===== src/rtl/six_phase_seq_ctrl.sv =====
`default_nettype none
// ============================================================================
// Module   : six_phase_seq_ctrl
// Purpose  : Run controller for the six-state phase sequence
//            000 -> 001 -> 011 -> 111 -> 110 -> 100 -> 000.
//            Steps the phase register through a programmed number of full
//            rotations (one-shot) or indefinitely (continuous), with pause,
//            single-step and abort.
// Ports    : clk, rstb (async active-low)
//            start/stop/abort/step  run control (abort > stop > start > step)
//            continuous, rot_count  run mode and length, latched at launch
//            phase, phase_oh        registered phase and its one-hot decode
//            busy, paused, done     state decode (RUN|HOLD, HOLD, DONE)
//            wrap                   pulse in the cycle after 100 -> 000
//            rotations              completed rotations since last launch
// Revision : 1.0 - initial release
// ============================================================================
module six_phase_seq_ctrl #(
    parameter int RW = 8
) (
    input  logic          clk,
    input  logic          rstb,
    input  logic          start,
    input  logic          stop,
    input  logic          abort,
    input  logic          step,
    input  logic          continuous,
    input  logic [RW-1:0] rot_count,
    output logic [2:0]    phase,
    output logic [5:0]    phase_oh,
    output logic          busy,
    output logic          paused,
    output logic          done,
    output logic          wrap,
    output logic [RW-1:0] rotations
);

    typedef enum logic [1:0] {
        S_IDLE = 2'd0,
        S_RUN  = 2'd1,
        S_HOLD = 2'd2,
        S_DONE = 2'd3
    } state_t;

    state_t        state_q, state_d;
    logic [2:0]    phase_q, phase_d;
    logic [RW-1:0] rot_q,   rot_d;
    logic [RW-1:0] cnt_q,   cnt_d;
    logic          cont_q,  cont_d;
    logic          wrap_q,  wrap_d;

    logic          w_adv;
    logic          w_valid;
    logic [2:0]    w_next_phase;
    logic [RW-1:0] w_rot_inc;

    // Successor in the sequence; the two unused codes recover to 000.
    always_comb begin
        w_valid      = 1'b1;
        w_next_phase = 3'b000;
        case (phase_q)
            3'b000:  w_next_phase = 3'b001;
            3'b001:  w_next_phase = 3'b011;
            3'b011:  w_next_phase = 3'b111;
            3'b111:  w_next_phase = 3'b110;
            3'b110:  w_next_phase = 3'b100;
            3'b100:  w_next_phase = 3'b000;
            default: begin
                w_valid      = 1'b0;
                w_next_phase = 3'b000;
            end
        endcase
    end

    assign w_rot_inc = rot_q + 1'b1;

    always_comb begin
        state_d = state_q;
        phase_d = phase_q;
        rot_d   = rot_q;
        cnt_d   = cnt_q;
        cont_d  = cont_q;
        wrap_d  = 1'b0;
        w_adv   = 1'b0;

        case (state_q)
            S_IDLE: begin
                if (start) begin
                    cnt_d   = rot_count;
                    cont_d  = continuous;
                    rot_d   = '0;
                    phase_d = 3'b000;
                    // A zero-length one-shot completes without moving.
                    if (!continuous && (rot_count == '0)) begin
                        state_d = S_DONE;
                    end else begin
                        state_d = S_RUN;
                    end
                end
            end
            S_RUN: begin
                if (abort) begin
                    state_d = S_IDLE;
                    phase_d = 3'b000;
                end else if (stop) begin
                    state_d = S_HOLD;
                end else begin
                    w_adv = 1'b1;
                end
            end
            S_HOLD: begin
                if (abort) begin
                    state_d = S_IDLE;
                    phase_d = 3'b000;
                end else if (stop) begin
                    // stop outranks start/step: remain paused
                    state_d = S_HOLD;
                end else if (start) begin
                    state_d = S_RUN;
                end else if (step) begin
                    w_adv = 1'b1;
                end
            end
            default: begin
                state_d = S_IDLE;
            end
        endcase

        if (w_adv) begin
            phase_d = w_next_phase;
            if (phase_q == 3'b100) begin
                rot_d  = w_rot_inc;
                wrap_d = 1'b1;
                // Compare the incremented value so a count of all-ones
                // finishes on its last rotation without overflowing.
                if (!cont_q && (w_rot_inc == cnt_q)) begin
                    state_d = S_DONE;
                end
            end
        end else if (!w_valid) begin
            phase_d = 3'b000;
        end
    end

    always_ff @(posedge clk or negedge rstb) begin
        if (!rstb) begin
            state_q <= S_IDLE;
            phase_q <= 3'b000;
            rot_q   <= '0;
            cnt_q   <= '0;
            cont_q  <= 1'b0;
            wrap_q  <= 1'b0;
        end else begin
            state_q <= state_d;
            phase_q <= phase_d;
            rot_q   <= rot_d;
            cnt_q   <= cnt_d;
            cont_q  <= cont_d;
            wrap_q  <= wrap_d;
        end
    end

    // Unused codes decode to all-zero.
    always_comb begin
        phase_oh = 6'b000000;
        case (phase_q)
            3'b000:  phase_oh = 6'b000001;
            3'b001:  phase_oh = 6'b000010;
            3'b011:  phase_oh = 6'b000100;
            3'b111:  phase_oh = 6'b001000;
            3'b110:  phase_oh = 6'b010000;
            3'b100:  phase_oh = 6'b100000;
            default: phase_oh = 6'b000000;
        endcase
    end

    assign phase     = phase_q;
    assign rotations = rot_q;
    assign wrap      = wrap_q;
    assign busy      = (state_q == S_RUN) || (state_q == S_HOLD);
    assign paused    = (state_q == S_HOLD);
    assign done      = (state_q == S_DONE);

endmodule
`default_nettype wire


===== config.mk =====
export PLATFORM = sky130hd
export DESIGN_NAME = six_phase_seq_ctrl
export DESIGN_NICKNAME = d
export VERILOG_FILES = /design/src/rtl/six_phase_seq_ctrl.sv
export SDC_FILE = /design/constraint.sdc
export NUM_CORES = 1
export LEC_CHECK = 0
export ABC_AREA = 1
export CAP_MARGIN = 20
export CORE_UTILIZATION = 49
export DETAILED_ROUTE_END_ITERATION = 8
export GPL_ROUTABILITY_DRIVEN = 0
export PLACE_DENSITY_LB_ADDON = 0.2
export SLEW_MARGIN = 0
export SYNTH_ARGS = -nofsm -noshare
export SYNTH_HDL_FRONTEND = slang
export SYNTH_SLANG_ARGS = --single-unit

===== constraint.sdc =====
create_clock -name clk -period 2 [get_ports clk]
set_input_delay 0.4 -clock clk [delete_from_list [all_inputs] [get_ports clk]]
set_output_delay 0.4 -clock clk [all_outputs]
set_load 0.01 [all_outputs]

==> results.yml, run 1 <==
global_route:
  track_usage: 0.254
  grt.overflow.total: 0
  grt_pass1_wl_um: 6270
  grt_pass1_vias: 1430
  grt_max_degree: 24
  antenna_found_initial: 0
clocking:
  clk_pin_slew_worst_paths_ns: 0.13
  cts_tree: "built"
  insertion_delay_ns: 0.32
  h-tree-depth: 1
  cts_buffer_depth: 2
  clock-sinks: 23
  root_buffer: "clkbuf_4"
  numCtsBuffers: 3
setup_path:
  crit_slowest_cell: "dfrtp_2"
  startpoint: "phase[1]$_DFFE_PN0P_"
  criticalPathCategory: "flop to output port"
  cp.arrival_ns: 1.52
  worst_setup_path_end_kind: "output port"
  r2r-start: "rotations[0]$_DFF_PN0_"
  crit_family: "flip-flops"
  r2r_cells: 9
  cp.buffers_inverters: 2
  timing.rr.end: "state_q[0]$_DFF_PN0_"
  max_stage_delay_ns: 0.48
  worstPathMaxFanout: 5
  required_ns: 1.60
  crit_chain: "buf_4, nor3_2, dlygate4sd2_1"
  regToRegSetupSlack_ns: 0.21
  cp-start-kind: "flop"
yosys:
  yosysWarnings: 0
  syn_nets: 227
  synth.most_common_cell: "nand2_1"
  avgSynthCellArea_um2: 7.11
  yosys.area.top_type: "dfrtp_1"
  synth_edf_count: 0
  synth_top_area_frac: 0.391
  synth-main-ff-cell: "dfrtp_1"
  synth_cell_types: 27
  netlist_top_cells_area: "dfrtp_1, nand2_1, nand3_1, inv_1, o21ai_0"
  yosys_register_bits: 23
  syn_area_um2: 1470
  synth_seq_area_share: 0.391
  synthCells: 207
  async_reset_ff_frac: 1.00
  synthTopCellsByCount: "nand2_1, inv_1, nand3_1"
floorplan:
  die_area_um2: 3230
  fp.dieW_um: 56.8
  die_h_um: 56.8
  rows: 19
  io_pins: 36
  initial_core_util: 0.525
  core_um2: 2810
timing:
  finalSetupViolCount: 0
  finalHoldViolCount: 0
  fin_crit_ns: 1.92
  fin_hold_ws_ns: 0.416
  fin_ws_ns: 0.0824
  timing.fmax_mhz: 521
  drv_slew: 0
  finalSetupTns_ns: 0
  relSlewSlack: 0.731
  finalCritPeriodShare: 0.959
  clock_skew_ns: 0.00387
  rsz0062_at_grt: "no"
  worstMarginPinSlew_ns: 0.399
power_and_ir_drop:
  power_density_nw_per_um2: 866
  irDropWorstVdd_mv: 0.704
  leakagePower_uw: 0.00103
drt:
  vias: 1505
  drt-total-wl_um: 3590
  drc_errors: 3
  vias_per_cell: 5.30
  drt_iter0_markers: 72
  dr.pass1.iters: 6
  ant_nets: 0
  wl_per_cell_um: 12.6
final_layout:
  fin_nets: 274
  drive_above_1_share: 0.115
  syn_to_final_growth_pct: 33.2
  antennaDiodeCount: 0
status:
  violations: "DRC"
  status: "finished, violations left"
hold_path:
  holdCritPathClass: "input port to async pin"
placed_design:
  io_buffers: 35
  post-place-ws_ns: 0.0801
  hpwlAfterDp_um: 2660
flow_run:
  drv_cap: 0
-- cell families after synthesis --
family / count (synthesis) / share of synthesized area
and+or+nand+nor: 110 / 0.335
buffers and inverters: 37 / 0.102
AOI/OAI and AO/OA: 30 / 0.116
DFF: 23 / 0.391
adders and majority gates: 5 / 0.0425
xor gates and xnor gates: 1 / 0.00595
muxes: 1 / 0.00765
-- worst max-delay path by stage --
stage               cells after the start                endpoint
finish                                  3             phase_oh[1]
CTS                                     3             phase_oh[3]
detailed placement                      7  rotations[4]$_DFF_PN0_
floorplan                               7  rotations[0]$_DFF_PN0_
global route                            3             phase_oh[1]
global placement                        7  rotations[7]$_DFF_PN0_
-- per-stage QoR --
step | std cells | power, µW | instance area [µm²] | utilization
after global routing | 284 | 1860 | 1960 | 0.699
after CTS | 282 | 1690 | 1930 | 0.687
final | 284 | 1700 | 1960 | 0.699
after floorplan | 207 | 1150 | 1470 | -
after detailed placement | 273 | 1440 | 1860 | 0.664
after global placement | 273 | 1420 | 1860 | 0.664
-- where the power goes --
| group | internal (µW) | total [µW] | switching [µW] |
|---|---|---|---|
| Combinational | 366 | 806 | 440 |
| Clock | 75.0 | 218 | 143 |
| Sequential | 585 | 676 | 90.3 |
-- cell usage in the layout, fill, tap and decap left out, types with 2 or more instances in the layout --
master           count
nand3b_1             2
clkdlybuf4s50_1     26
nand4_1              2
dfrtp_1             20
dfrtp_2              3
ha_1                 5
o211ai_1             4
buf_4               10
dlymetal6s2s_1       6
o21ai_0             14
inv_2                3
nand3_1             28
dlygate4sd2_1        3
nor2_1              12
o21ai_1              2
nand2_1             58
nor2_2               3
clkbuf_4             3
o22ai_1              2
inv_1               31
a21oi_1              5
-- final cells by class --
class / count / area, µm²
Tap cell: 31 / 38.8
Inverter: 34 / 128
Timing Repair Buffer: 45 / 437
Clock buffer: 3 / 22.5
Sequential cell: 23 / 579
Multi-Input combinational cell: 147 / 752
Fill cell: 224 / 843
Clock inverter: 1 / 5.00
-- worst register-to-register path: cells and delay by family, from the launching register on --
kind	cells	cell delay [ns]
AOI/OAI and AO/OA	1	0.17
and+or+nand+nor	7	0.71
adders and majority gates	1	0.27
DFF	1	0.56
-- layer usage --
| layer | vias up | routed length, µm | track usage | part of all wire |
|---|---|---|---|---|
| met2 | 53 | 1780 | 0.430 | 0.50 |
| met4 | 0 | 34 | 0.0871 | 0.0095 |
| met3 | 4 | 193 | 0.0553 | 0.054 |
| met1 | 678 | 1580 | 0.318 | 0.44 |
| li1 | 770 | - | - | - |
| met5 | - | 0 | 0 | 0 |
-- flip-flops by register name, summed over array words and instances, names as in the netlist --
name / count
cnt_q: 8
rotations: 8
phase: 3
state_q: 2
cont_q: 1
wrap: 1
-- what timing repair did --
item | in CTS | in global routing
resized for setup | 6 | 7
hold buffers | 0 | 0
buffers inserted | 5 | 2
setup endpoints to repair | 8 | 7
cloned | 0 | 0
(Power assumes the default switching activity.)
==> run 2: changes to the inputs <==
CAP_MARGIN = 30   (was 20)
==> results of run 2 <==
Same layout as run 1: the final DEF is identical, and so are final timing and power.
